===== src/rtl/muldiv_hilo_ctrl_if.sv =====
// Pipeline <-> HI/LO multiply/divide unit bus.
// master: pipeline side (drives Start/Funct/Rdata*), slave: the unit.
interface muldiv_hilo_ctrl_if #(
    parameter int WIDTH = 32
);
    logic             Start;
    logic [5:0]       Funct;
    logic [WIDTH-1:0] Rdata1;
    logic [WIDTH-1:0] Rdata2;
    logic             Busy;
    logic             Done;
    logic [WIDTH-1:0] Hi;
    logic [WIDTH-1:0] Lo;

    modport master (
        output Start, Funct, Rdata1, Rdata2,
        input  Busy, Done, Hi, Lo
    );

    modport slave (
        input  Start, Funct, Rdata1, Rdata2,
        output Busy, Done, Hi, Lo
    );
endinterface


===== src/rtl/muldiv_hilo_ctrl.sv =====
// Iterative MULT/MULTU/DIV/DIVU sequencer owning HI/LO; MTHI/MTLO write direct.
// Ports: CLK, RST (async, high), bus (slave): Start/Funct/Rdata1/Rdata2 in,
// Busy/Done/Hi/Lo out.
module muldiv_hilo_ctrl #(
    parameter int WIDTH = 32
) (
    input  logic CLK,
    input  logic RST,
    muldiv_hilo_ctrl_if.slave bus
);
    localparam int CW = $clog2(WIDTH);
    localparam logic [CW-1:0] LAST = CW'(WIDTH - 1);

    localparam logic [5:0] F_MTHI  = 6'h11;
    localparam logic [5:0] F_MTLO  = 6'h13;
    localparam logic [5:0] F_MULT  = 6'h18;
    localparam logic [5:0] F_MULTU = 6'h19;
    localparam logic [5:0] F_DIV   = 6'h1A;
    localparam logic [5:0] F_DIVU  = 6'h1B;

    typedef enum logic [1:0] {IDLE, CALC, FIX} state_t;

    state_t state, state_nx;

    logic [CW-1:0]      cnt;
    logic [2*WIDTH-1:0] acc;
    logic [2*WIDTH-1:0] acc_step;
    logic [WIDTH-1:0]   opb;
    logic               is_div;
    logic               neg_q;
    logic               neg_r;
    logic               dz;
    logic [WIDTH-1:0]   hi_q;
    logic [WIDTH-1:0]   lo_q;
    logic               done_q;

    logic               accept;
    logic               f_md;
    logic               f_div;
    logic               f_signed;
    logic               a_neg;
    logic               b_neg;
    logic [WIDTH-1:0]   mag_a;
    logic [WIDTH-1:0]   mag_b;

    logic [WIDTH:0]     sum;
    logic [WIDTH:0]     trial;
    logic [2*WIDTH-1:0] prod;
    logic [WIDTH-1:0]   quo;
    logic [WIDTH-1:0]   rem;
    logic [WIDTH-1:0]   res_hi;
    logic [WIDTH-1:0]   res_lo;

    // Operation decode
    always_comb begin
        f_md     = 1'b0;
        f_div    = 1'b0;
        f_signed = 1'b0;
        case (bus.Funct)
            F_MULT:  begin f_md = 1'b1; f_signed = 1'b1; end
            F_MULTU: begin f_md = 1'b1; end
            F_DIV:   begin f_md = 1'b1; f_div = 1'b1; f_signed = 1'b1; end
            F_DIVU:  begin f_md = 1'b1; f_div = 1'b1; end
            default: ;
        endcase
    end

    assign accept = bus.Start && (state == IDLE);
    assign a_neg  = f_signed & bus.Rdata1[WIDTH-1];
    assign b_neg  = f_signed & bus.Rdata2[WIDTH-1];
    assign mag_a  = a_neg ? -bus.Rdata1 : bus.Rdata1;
    assign mag_b  = b_neg ? -bus.Rdata2 : bus.Rdata2;

    // One iteration step.
    // Multiply: acc = {partial, multiplier}, shifted right each step.
    // Divide:   acc = {remainder, dividend->quotient}, shifted left.
    always_comb begin
        sum      = '0;
        trial    = '0;
        acc_step = acc;
        if (is_div) begin
            trial = acc[2*WIDTH-1:WIDTH-1] - {1'b0, opb};
            if (!trial[WIDTH])
                acc_step = {trial[WIDTH-1:0], acc[WIDTH-2:0], 1'b1};
            else
                acc_step = {acc[2*WIDTH-2:0], 1'b0};
        end else begin
            sum = {1'b0, acc[2*WIDTH-1:WIDTH]}
                + (acc[0] ? {1'b0, opb} : '0);
            acc_step = {sum, acc[WIDTH-1:1]};
        end
    end

    // Sign fix-up applied in FIX
    always_comb begin
        prod = neg_q ? -acc : acc;
        quo  = acc[WIDTH-1:0];
        rem  = acc[2*WIDTH-1:WIDTH];
        if (is_div) begin
            // Divide-by-zero leaves rem = |dividend|; the sign fix
            // restores the original dividend, so only LO needs forcing.
            res_lo = dz ? '1 : (neg_q ? -quo : quo);
            res_hi = neg_r ? -rem : rem;
        end else begin
            res_hi = prod[2*WIDTH-1:WIDTH];
            res_lo = prod[WIDTH-1:0];
        end
    end

    always_ff @(posedge CLK or posedge RST) begin
        if (RST)
            state <= IDLE;
        else
            state <= state_nx;
    end

    always_comb begin
        state_nx = state;
        unique case (state)
            IDLE:    if (accept && f_md) state_nx = CALC;
            CALC:    if (cnt == LAST) state_nx = FIX;
            FIX:     state_nx = IDLE;
            default: state_nx = IDLE;
        endcase
    end

    always_ff @(posedge CLK or posedge RST) begin
        if (RST) begin
            cnt    <= '0;
            acc    <= '0;
            opb    <= '0;
            is_div <= 1'b0;
            neg_q  <= 1'b0;
            neg_r  <= 1'b0;
            dz     <= 1'b0;
            hi_q   <= '0;
            lo_q   <= '0;
            done_q <= 1'b0;
        end else begin
            done_q <= (state == FIX);
            unique case (state)
                IDLE: begin
                    if (accept && f_md) begin
                        cnt    <= '0;
                        is_div <= f_div;
                        dz     <= f_div && (bus.Rdata2 == '0);
                        neg_q  <= a_neg ^ b_neg;
                        neg_r  <= a_neg;
                        if (f_div) begin
                            acc <= {{WIDTH{1'b0}}, mag_a};
                            opb <= mag_b;
                        end else begin
                            acc <= {{WIDTH{1'b0}}, mag_b};
                            opb <= mag_a;
                        end
                    end else if (accept && bus.Funct == F_MTHI) begin
                        hi_q <= bus.Rdata1;
                    end else if (accept && bus.Funct == F_MTLO) begin
                        lo_q <= bus.Rdata1;
                    end
                end
                CALC: begin
                    acc <= acc_step;
                    cnt <= cnt + CW'(1);
                end
                FIX: begin
                    hi_q <= res_hi;
                    lo_q <= res_lo;
                end
                default: ;
            endcase
        end
    end

    assign bus.Busy = (state != IDLE);
    assign bus.Done = done_q;
    assign bus.Hi   = hi_q;
    assign bus.Lo   = lo_q;
endmodule


===== src/flat_wrapper.sv =====
// flat-port wrapper written by rule: the top's interface ports become plain ports
module muldiv_hilo_ctrl_flat 
#(
    parameter int WIDTH = 32
)
  (CLK, RST, bus_Start, bus_Funct, bus_Rdata1, bus_Rdata2, bus_Busy, bus_Done, bus_Hi, bus_Lo);
  muldiv_hilo_ctrl_if #(.WIDTH(WIDTH)) bus_i ();
  input  logic CLK;
  input  logic RST;
  input wire logic [$bits(bus_i.Start)-1:0] bus_Start;
  input wire logic [$bits(bus_i.Funct)-1:0] bus_Funct;
  input wire logic [$bits(bus_i.Rdata1)-1:0] bus_Rdata1;
  input wire logic [$bits(bus_i.Rdata2)-1:0] bus_Rdata2;
  output wire logic [$bits(bus_i.Busy)-1:0] bus_Busy;
  output wire logic [$bits(bus_i.Done)-1:0] bus_Done;
  output wire logic [$bits(bus_i.Hi)-1:0] bus_Hi;
  output wire logic [$bits(bus_i.Lo)-1:0] bus_Lo;
  assign bus_i.Start = bus_Start;
  assign bus_i.Funct = bus_Funct;
  assign bus_i.Rdata1 = bus_Rdata1;
  assign bus_i.Rdata2 = bus_Rdata2;
  assign bus_Busy = bus_i.Busy;
  assign bus_Done = bus_i.Done;
  assign bus_Hi = bus_i.Hi;
  assign bus_Lo = bus_i.Lo;
  muldiv_hilo_ctrl #(.WIDTH(WIDTH)) u_core (.CLK(CLK), .RST(RST), .bus(bus_i));
endmodule

===== config.mk =====
export PLATFORM = sky130hd
export DESIGN_NAME = muldiv_hilo_ctrl_flat
export DESIGN_NICKNAME = d
export VERILOG_FILES = /design/src/rtl/muldiv_hilo_ctrl_if.sv /design/src/rtl/muldiv_hilo_ctrl.sv /design/src/flat_wrapper.sv
export SDC_FILE = /design/constraint.sdc
export NUM_CORES = 1
export LEC_CHECK = 0
export CORE_ASPECT_RATIO = 1.5
export CORE_UTILIZATION = 30
export CTS_CLUSTER_SIZE = 12
export DETAILED_ROUTE_END_ITERATION = 12
export PLACE_DENSITY_LB_ADDON = 0.2
export SETUP_SLACK_MARGIN = 0.2
export SLEW_MARGIN = 20
export SYNTH_ARGS = -nofsm -noshare
export SYNTH_HDL_FRONTEND = slang
export SYNTH_SLANG_ARGS = --single-unit

===== constraint.sdc =====
create_clock -name CLK -period 6.68 [get_ports CLK]
set_input_delay 0.668 -clock CLK [delete_from_list [all_inputs] [get_ports CLK]]
set_output_delay 0.668 -clock CLK [all_outputs]
set_load 0.1 [all_outputs]

* After elaboration in Yosys (flattened, before gate mapping)
Index checks and enable logic that the tools add are counted.
** Cells by class
- Muxes and demuxes :: 30
- Shifts and indexed selects :: 0
- Reductions and logical operators :: 18
- Equal/unequal tests :: 15
- Bitwise gates (word level) :: 3
- $mul :: 0
- $lt $le $gt $ge :: 0
- Div/mod/pow operators :: 0
- $add $sub $neg :: 8
** Operators with widths (number)
- 32-bit two-way mux :: 15
- 64-bit two-way mux :: 4
- 32-bit negation :: 4
- 32-bit one-hot mux with 2 select lines :: 2
- 64-bit one-hot mux with 2 select lines :: 1
- 64-bit negation :: 1
- 6-bit by 5-bit equality test with 1-bit output, second input constant :: 6
- 32-bit by 33-bit adder with 33-bit output :: 1
- 33-bit by 32-bit subtractor with 33-bit output :: 1
- 32-bit zero test :: 1
- 2-bit != test, second input constant :: 5
- 5-bit one-hot mux with 2 select lines :: 1
- 2-bit AND reduction :: 3
- 2-bit nonzero test :: 3
- 5-bit by 1-bit adder with 5-bit output, second input constant :: 1
- 5-bit equality test, second input constant :: 1
- 1-bit logical AND :: 5
- 5-bit two-way mux :: 1
- 2-bit two-way mux :: 2
- 2-bit one-hot mux with 2 select lines :: 1
- 4-bit AND reduction :: 1
- 2-bit OR reduction :: 2
- 4-bit OR reduction :: 1
- 1-bit two-way mux :: 3
- other kinds (7) :: 8
** Storage, ports and cells
- ROM bits :: 0
- Bits in latches :: 0
- Bits in writable memories :: 0
- Bits of input ports :: 73
- Output and inout port bits :: 66
- Memories kept :: 0
- Register bits :: 172

* Logic depth before layout (Yosys ltp)
Gate-level depths: netlist of run 1.
- Depth after elaboration :: 8
- Depth in mapped cells :: 13
- Gate-level depth less buffers :: 13

* Least setup slack after synthesis of run 1
OpenSTA, ideal clock, no wires.
- Path kind :: flip-flop to flip-flop
- From :: reg u_core.acc[31]
- To :: reg u_core.acc[46]
- Path buffers :: 1
- Clock period less this slack :: 3.154 ns
- Data arrival time :: 3.033 ns
- Path slack :: 3.526 ns
- Required time :: 6.559 ns
- Cell stages (with the launch flop) :: 14
- Setup time :: 0.121 ns
- Path through :: dfrtp_1 -> inv_1 -> ha_1 -> fa_1 -> nand2b_1 -> a21oi_2 -> o21ai_1 -> o31a_1 -> o31ai_2 -> xor2_2 -> buf_4 -> mux2i_1 -> nand2_1 -> a22o_1
** Between the ends
- Longest elaborated chain between the ends :: 4
** RTL lines
- start, declared :: line muldiv_hilo_ctrl.sv:26 : logic [2*WIDTH-1:0] acc;
- start signal, assigned :: line muldiv_hilo_ctrl.sv:150 : acc <= {{WIDTH{1'b0}}, mag_a};
- start signal, assigned :: line muldiv_hilo_ctrl.sv:153 : acc <= {{WIDTH{1'b0}}, mag_b};
- start signal, assigned :: line muldiv_hilo_ctrl.sv:163 : acc <= acc_step;
- 33-bit by 32-bit subtractor with 33-bit output :: line muldiv_hilo_ctrl.sv:82 : trial = acc[2*WIDTH-1:WIDTH-1] - {1'b0, opb};
- 64-bit two-way mux :: line muldiv_hilo_ctrl.sv:83 : if (!trial[WIDTH])
- 64-bit two-way mux :: line muldiv_hilo_ctrl.sv:81 : if (is_div) begin
- 64-bit one-hot mux with 2 select lines :: line muldiv_hilo_ctrl.sv:141 : unique case (state)
Every way passes these cells.
A chain may end at the register's enable or synchronous reset.

* Worst setup path after layout of run 1
- From :: reg u_core.acc[32]
- To :: reg u_core.acc[35]
** Between the ends
- Longest elaborated chain between the ends :: 4
- Elaborated cells on any way between the ends :: 5
** RTL lines (line)
- 33-bit by 32-bit subtractor with 33-bit output :: muldiv_hilo_ctrl.sv:82
- 64-bit two-way mux :: muldiv_hilo_ctrl.sv:83
- 64-bit two-way mux * :: muldiv_hilo_ctrl.sv:81
- 64-bit one-hot mux with 2 select lines * :: muldiv_hilo_ctrl.sv:141
Mark *: on every way between the ends. The rest lies on a longest branch, timed or not.

==> results of run 1 <==
state kept, by name, summed over array words and instances (netlist names):
name             flops
u_core.bus.Done      1
u_core.is_div        1
u_core.bus.Lo       32
u_core.state         2
u_core.opb          32
u_core.neg_r         1
u_core.dz            1
u_core.cnt           5
u_core.acc          64
u_core.neg_q         1
u_core.bus.Hi       32
worst register-to-register path: cells and delay by family (launching register included):
| kind | cells | cell delay [ns] |
|---|---|---|
| flops | 1 | 0.48 |
| simple gates | 1 | 0.21 |
| compound gates | 6 | 1.54 |
| mux | 1 | 0.21 |
| xor+xnor | 1 | 0.77 |
| fa+ha+maj | 1 | 0.43 |
| buf+inv | 2 | 0.52 |
cell families (layout without fill, tap and decap cells):
kind of cell	after synthesis	in the layout	synth area share
other	0	1	0
buffers and inverters	168	253	0.04497
multiplexers	59	59	0.04029
XOR/XNOR	169	169	0.1013
AND/OR/NAND/NOR	554	554	0.1804
AO/OA/AOI/OAI	657	657	0.2777
flip-flops	172	172	0.2930
adder cells (fa/ha/maj)	72	72	0.06235
power groups by stage:
stage	Clock, mW	Combinational [mW]	Sequential (mW)
2_1_floorplan	0	2.91	2.11
5_1_grt	1.04	4.79	1.93
3_5_place_dp	0	4.34	1.89
3_3_place_gp	0	4.31	1.88
6_report	0.987	4.38	1.88
4_1_cts	1.01	4.37	1.87
through the flow:
| step | hold slack, ns | utilization | power, mW | instances |
|---|---|---|---|---|
| 3_5_place_dp | 0.4676 | 0.3444 | 6.232 | 2561 |
| 2_1_floorplan | 0.4429 | - | 5.018 | 1851 |
| 5_1_grt | 0.5061 | 0.3557 | 7.757 | 2592 |
| 6_report | 0.4788 | 0.3558 | 7.246 | 2593 |
| 3_3_place_gp | 0.4601 | 0.3444 | 6.193 | 2561 |
| 4_1_cts | 0.4808 | 0.3557 | 7.239 | 2592 |
layout by cell type (no fill, tap or decap), types with 22 or more instances in the layout:
| cell | count |
|---|---|
| o21ai_0 | 218 |
| nand2_1 | 206 |
| dfrtp_1 | 171 |
| nor2_1 | 162 |
| a21oi_1 | 151 |
| clkdlybuf4s50_1 | 137 |
| xnor2_1 | 88 |
| xor2_1 | 80 |
| ha_1 | 70 |
| inv_1 | 59 |
| mux2i_1 | 58 |
| a211oi_1 | 47 |
| nor3_1 | 36 |
| o22ai_1 | 33 |
| o211ai_1 | 29 |
| a31oi_1 | 27 |
| nand2b_1 | 26 |
| a21o_1 | 26 |
| nand3_1 | 22 |
| buf_4 | 22 |
cell type report:
type | instances | area share
Sequential cell | 172 | 0.2499
Antenna cell | 1 | 0.0001452
Clock inverter | 13 | 0.007043
Timing Repair Buffer | 160 | 0.08946
Inverter | 62 | 0.01394
Multi-Input combinational cell | 1511 | 0.5670
Tap cell | 656 | 0.04763
Clock buffer | 18 | 0.02491
synthesized netlist by cell type (9+ instances only):
cell type  instances  area, sq um
a22oi_1           17        127.6
nand3_1           22        110.1
clkbuf_1          83        311.6
nand4_1           12        75.07
a31oi_1           27        168.9
a211oi_1          47        352.8
ha_1              70        875.8
mux2i_1           58        580.6
nor3b_1            9        67.56
nor3_1            37        185.2
nor2_1           164        615.6
o211ai_1          29        217.7
nand2_1          206        773.2
xor2_1            80        700.7
o21ai_0          218         1091
nand2b_1          26        162.7
xnor2_1           88        770.7
inv_1             61        229.0
a21o_1            26        195.2
or4_1             10        75.07
a21oi_1          151        755.7
dfrtp_1          172         4304
o22ai_1           33        206.5
o31ai_1           17        127.6
nor4_1             9        56.30
o21a_1            12        90.09
buf_1             12        45.04
routing by layer:
layer	track usage	up-vias	wire [um]
li1	-	6864	-
met1	0.2584	6795	22630
met2	0.4035	368	28510
met3	0.02385	82	1994
met4	0.09376	0	1985
met5	0	-	0
final timing paths:
path | depth (start not counted) | startpoint | end
hold / removal | 2 | u_core.bus.Lo[28]$_DFFE_PP0P_ | u_core.bus.Lo[28]$_DFFE_PP0P_
setup reg to reg | 12 | u_core.acc[32]$_DFFE_PP0P_ | u_core.acc[35]$_DFFE_PP0P_
setup / recovery | 12 | u_core.acc[32]$_DFFE_PP0P_ | u_core.acc[35]$_DFFE_PP0P_
min in group asynchronous | 2 | RST | u_core.acc[22]$_DFFE_PP0P_
hold reg to reg | 2 | u_core.bus.Lo[28]$_DFFE_PP0P_ | u_core.bus.Lo[28]$_DFFE_PP0P_
max in group asynchronous | 3 | RST | u_core.cnt[1]$_DFFE_PP0P_
==> metrics, run 1 <==
status=completed; Vias=approximately 14000; sw frac=0.5136; largest net degree at the start of global routing=about 110; cell family with most CP delay=compound AO/OA/AOI/OAI gates; cells along the critical path=inv_1 -> fa_1 -> nand2b_1 -> a21oi_2 -> o21ai_1 -> o31a_1 -> o31ai_2 -> xor2_4 -> buf_4 -> mux2i_1 -> a21oi_1 -> a31o_2; DRT iter0 DRCs=between 700 and 800; Final min period=approximately 4.3 ns; clk_lat worst skew=0.47 ns; sequential share of the synthesized area=0.2930; Worst Tran Pin Value=approximately 1 ns; Seq. cell area=0.004305 sq mm; hold buffers post-CTS=0; total CTS buffers=17; initial antenna violation count=1; P_leak=roughly 7 nW; Sw Pwr=about 3.7 mW; H-tree levels=4; Post-CTS Resized=0; RSZ-0062 raised after global routing=no; maximum vdd drop=0.0001769 V; max incr delay on CP=between 0.7 and 0.8 ns; Hold Vio Cnt, Final=0; DR WL/cell=21.26 um; core area=0.04843 sq mm; Slew Limit Fails=0; Starting Density=0.3033; DR pass1 iterations=5; clock slew at reported path FFs=0.07 ns; EDFF count, synth=0; yosys warns=0; Worst Path Buf+Inv=2; Worst Hold Class=register to register; layout cells sized above 1=0.04649; Bufs on Longest Clock Path=2; FP Rows=approximately 100; ANT nets after route=0; area of the multi-input gates=between 0.009 and 0.01 sq mm; crit path launch type=register; Yosys cell types=78; Cells after Synth=around 1900; Reg power frac=0.260; Root Buffer=clkbuf_16; Clk network pwr share=0.136; Total GRT Usage=0.2206; io pins=139; first-pass GRT wire length=~84000 um; Post-Route WL=about 55000 um; final worst-path cycle share=0.6371; Final setup viols=0; Detail Placement HPWL=approximately 42000 um; syn nets=approximately 2000; total die area=approximately 0.05 sq mm; pwr dens=420.5 mW/mm^2; crit path kind=register to register; Buffers on Ports=138; clk_skew=roughly 0.014 ns; Die W=182.7 um; fill cell count=about 5000; crit path max fanout=22; CP required=approximately 7 ns; syn_area_per_cell=between 7 and 8 sq um; vias in the first global route=~14000; pre-CTS setup slack=approximately 2.5 ns; Final WS setup=between 2 and 2.5 ns; residual DRC count=0; Via-to-Cell Ratio=5.441; Combinational Power Share=0.604; ys async rst share=1.000; ys flop type=dfrtp_1; R2R Setup Slk=~2.4 ns; DIE HEIGHT=273.0 um; Power Internal=between 3 and 4 mW; mapped cell area=between 0.01 and 0.015 sq mm; Worst slew margin=0.3290; Synth Register Bits=~170; Sink Count=~170; Final TNS setup=0 ns; Placer Congestion=about 0.91; CP arrival=4.61 ns; slowest CP cell=xor2_4; nets=between 2000 and 2500; f_max=235.0 MHz; GRT overflow=0; max cap viols=0; CTS tree=built; synthesis-to-layout area growth=17.31%; total setup buffers inserted after CTS=0; Crit. End Element=register; Final Cell Area=between 0.015 and 0.02 sq mm; Placed Area=~0.017 sq mm
Note: power is estimated with default switching activity, not from simulation.
==> run 2: changes to the inputs <==
==> constraint.sdc (replaced) <==
create_clock -name CLK -period 4.1 [get_ports CLK]
set_input_delay 0.41 -clock CLK [delete_from_list [all_inputs] [get_ports CLK]]
set_output_delay 0.41 -clock CLK [all_outputs]
set_load 0.1 [all_outputs]
==> metrics, run 2 (synthesized netlist as in run 1, its figures left out) <==
Bufs on Longest Clock Path=2 (unchanged); crit path launch type=register; Starting Density=0.3033 (unchanged); highest-count cells in the layout ignoring fill and taps=218 x o21ai_0, 206 x nand2_1, 171 x dfrtp_1; Post-Route WL=55590 um (+0.84%); crit path kind=register to register; nets=2094 (+1.2%); slowest CP cell=dfrtp_1; number of flip-flops under the largest register name=64 (unchanged); H-tree levels=4 (unchanged); total power=11.97 mW (+65%); total CTS buffers=17 (unchanged); DR WL/cell=21.23 um (-0.12%); Buffers on Ports=138 (unchanged); Top reg by flops=u_core.acc; CTS tree=built; crit path max fanout=39 (+77%); vias in the first global route=14360 (+2.8%); layout cells sized above 1=0.06014 (+0.01366); status=completed; Placer Congestion=0.9288 (+2.2%); largest net degree at the start of global routing=82 (-25%); fill cell count=5015 (-1.7%); area of the multi-input gates=0.009794 sq mm (+0.24%); ANT nets after route=0 (unchanged); Die W=182.7 um (unchanged); DRT iter0 DRCs=905 (+20%); residual DRC count=0 (unchanged); DR pass1 iterations=7 (+2); Crit. End Element=register; clk_lat worst skew=0.47 ns (about the same); Final TNS setup=0 ns (unchanged); clk_skew=0.02095 ns (+0.007210 ns); Detail Placement HPWL=43110 um (+2.6%); GRT overflow=0 (unchanged); Worst Hold Class=register to register; Worst Tran Pin Value=1.060 ns (+0.05652 ns); Total GRT Usage=0.2244 (+0.003819); FP Rows=99 (unchanged); CP arrival=3.93 ns (-0.68 ns); RSZ-0062 raised after global routing=no; Slew Limit Fails=0 (unchanged); Vias=14170 (+0.44%); Hold Vio Cnt, Final=0 (unchanged); Layout Cells excl Fill=2618 (+0.96%); P_leak=7.138 nW (+2.1%); cell family with most CP delay=compound AO/OA/AOI/OAI gates; initial antenna violation count=0 (-1); maximum vdd drop=0.0004217 V (+140%); Root Buffer=clkbuf_16; clock slew at reported path FFs=0.07 ns (about the same); synthesis-to-layout area growth=19.04%; Worst slew margin=0.2918 (-0.03726); ant diodes=0 (-1); final worst-path cycle share=0.8749 (+0.2378); DIE HEIGHT=273.0 um (unchanged); Final min period=3.587 ns (-0.6685 ns); io pins=139 (unchanged); core area=0.04843 sq mm (unchanged); f_max=278.8 MHz (+19%); Final setup viols=0 (unchanged); cells along the critical path=inv_1 -> fa_1 -> nand2b_1 -> a21oi_2 -> o21ai_1 -> o31a_1 -> o31ai_4 -> xor2_4 -> buf_12 -> mux2i_1 -> a21oi_1 -> a31o_2; max cap viols=0 (unchanged); Worst Path Buf+Inv=2 (unchanged); Placed Cells=2586 (+0.98%); Via-to-Cell Ratio=5.413 (-0.52%); total die area=0.04987 sq mm (unchanged); most common cell after layout, fill and taps aside=o21ai_0; total setup buffers inserted after CTS=0 (unchanged); first-pass GRT wire length=85740 um (+2.3%); pwr dens=684.5 mW/mm^2 (+63%); Sink Count=172 (unchanged); max incr delay on CP=0.47 ns (-0.30 ns); Seq. cell area=0.004305 sq mm (unchanged); CP required=4.45 ns (-2.59 ns)
==> run 2: cell types whose count changed in the layout (fill, tap and decap cells not counted), sizes merged <==
cell	before	now
buf	23	48
clkbuf	18	20
clkinvlp	5	4
diode	1	0
==> run 2: repair_timing <==
action,CTS,global route
resized for setup,0,5
endpoints found under the hold margin,0,0
endpoints found under the setup margin,0,5
hold buffers,0,0
==> run 2: stage by stage <==
| step | cell area, sq um | worst slack, ns | utilization | hold WS [ns] |
|---|---|---|---|---|
| 6_report | 17490 | 0.5130 | 0.3610 | 0.4785 |
| 4_1_cts | 17460 | 0.3725 | 0.3605 | 0.4843 |
| 5_1_grt | 17490 | 0.2546 | 0.3610 | 0.4993 |
| 3_5_place_dp | 16900 | 0.3797 | 0.3489 | 0.4685 |
| 3_3_place_gp | 16900 | 0.4786 | 0.3489 | 0.4642 |
| 2_1_floorplan | 14690 | 0.9464 | - | 0.4429 |
==> run 2: layer usage <==
metal  part of all wire  global-route usage
met5                  0                   0
met3              0.033             0.02052
met1               0.41              0.2658
met2               0.52              0.4100
met4              0.035             0.09465
==> run 2: report_power, final <==
| part | total (mW) | internal (mW) | switching (mW) |
|---|---|---|---|
| sequential | 3.00 | 2.21 | 0.791 |
| clock | 1.65 | 0.860 | 0.794 |
| combinational | 7.31 | 2.77 | 4.54 |
| total | 12.0 | 5.84 | 6.13 |
==> run 2: worst paths after layout <==
path	startpoint	to	slack, ns	depth (start not counted)
setup / recovery	u_core.acc[32]$_DFFE_PP0P_	u_core.acc[35]$_DFFE_PP0P_	0.51	12
hold / removal	u_core.bus.Hi[11]$_DFFE_PP0P_	u_core.bus.Hi[11]$_DFFE_PP0P_	0.48	2
setup reg to reg	u_core.acc[32]$_DFFE_PP0P_	u_core.acc[35]$_DFFE_PP0P_	0.51	12
hold reg to reg	u_core.bus.Hi[11]$_DFFE_PP0P_	u_core.bus.Hi[11]$_DFFE_PP0P_	0.48	2
max in group asynchronous	RST	u_core.acc[52]$_DFFE_PP0P_	2.59	3
min in group asynchronous	RST	u_core.acc[20]$_DFFE_PP0P_	0.50	2
==> run 2: worst reg2reg max path, delay by kind of cell (launching register included) <==
kind / cells / cell delay (ns)
AO/OA/AOI/OAI: 6 / 1.45
flip-flops: 1 / 0.47
buffers and inverters: 2 / 0.46
adder cells (fa/ha/maj): 1 / 0.45
multiplexers: 1 / 0.24
AND/OR/NAND/NOR: 1 / 0.21
XOR/XNOR: 1 / 0.21
==> run 2: area by class of cell <==
| type | instances | area share |
|---|---|---|
| multi-input combinational | 1511 | 0.5601 |
| tap | 656 | 0.04694 |
| inverter | 62 | 0.01352 |
| clock inverter | 12 | 0.006583 |
| clock buffer | 20 | 0.02555 |
| sequential | 172 | 0.2462 |
| timing repair buffer | 185 | 0.1010 |
==> run 3: changes to the inputs <==
--- a/config.mk
+++ b/config.mk
@@ -5,10 +5,12 @@
 export SDC_FILE = /design/constraint.sdc
 export NUM_CORES = 1
 export LEC_CHECK = 0
+export ABC_CLOCK_PERIOD_IN_PS = 4100
 export CORE_ASPECT_RATIO = 1.5
 export CORE_UTILIZATION = 30
 export CTS_CLUSTER_SIZE = 12
 export DETAILED_ROUTE_END_ITERATION = 12
+export HOLD_SLACK_MARGIN = 0.05
 export PLACE_DENSITY_LB_ADDON = 0.2
 export SETUP_SLACK_MARGIN = 0.2
 export SLEW_MARGIN = 20
==> results of run 3 <==
Final layout, timing and power as in run 2 (identical DEF).
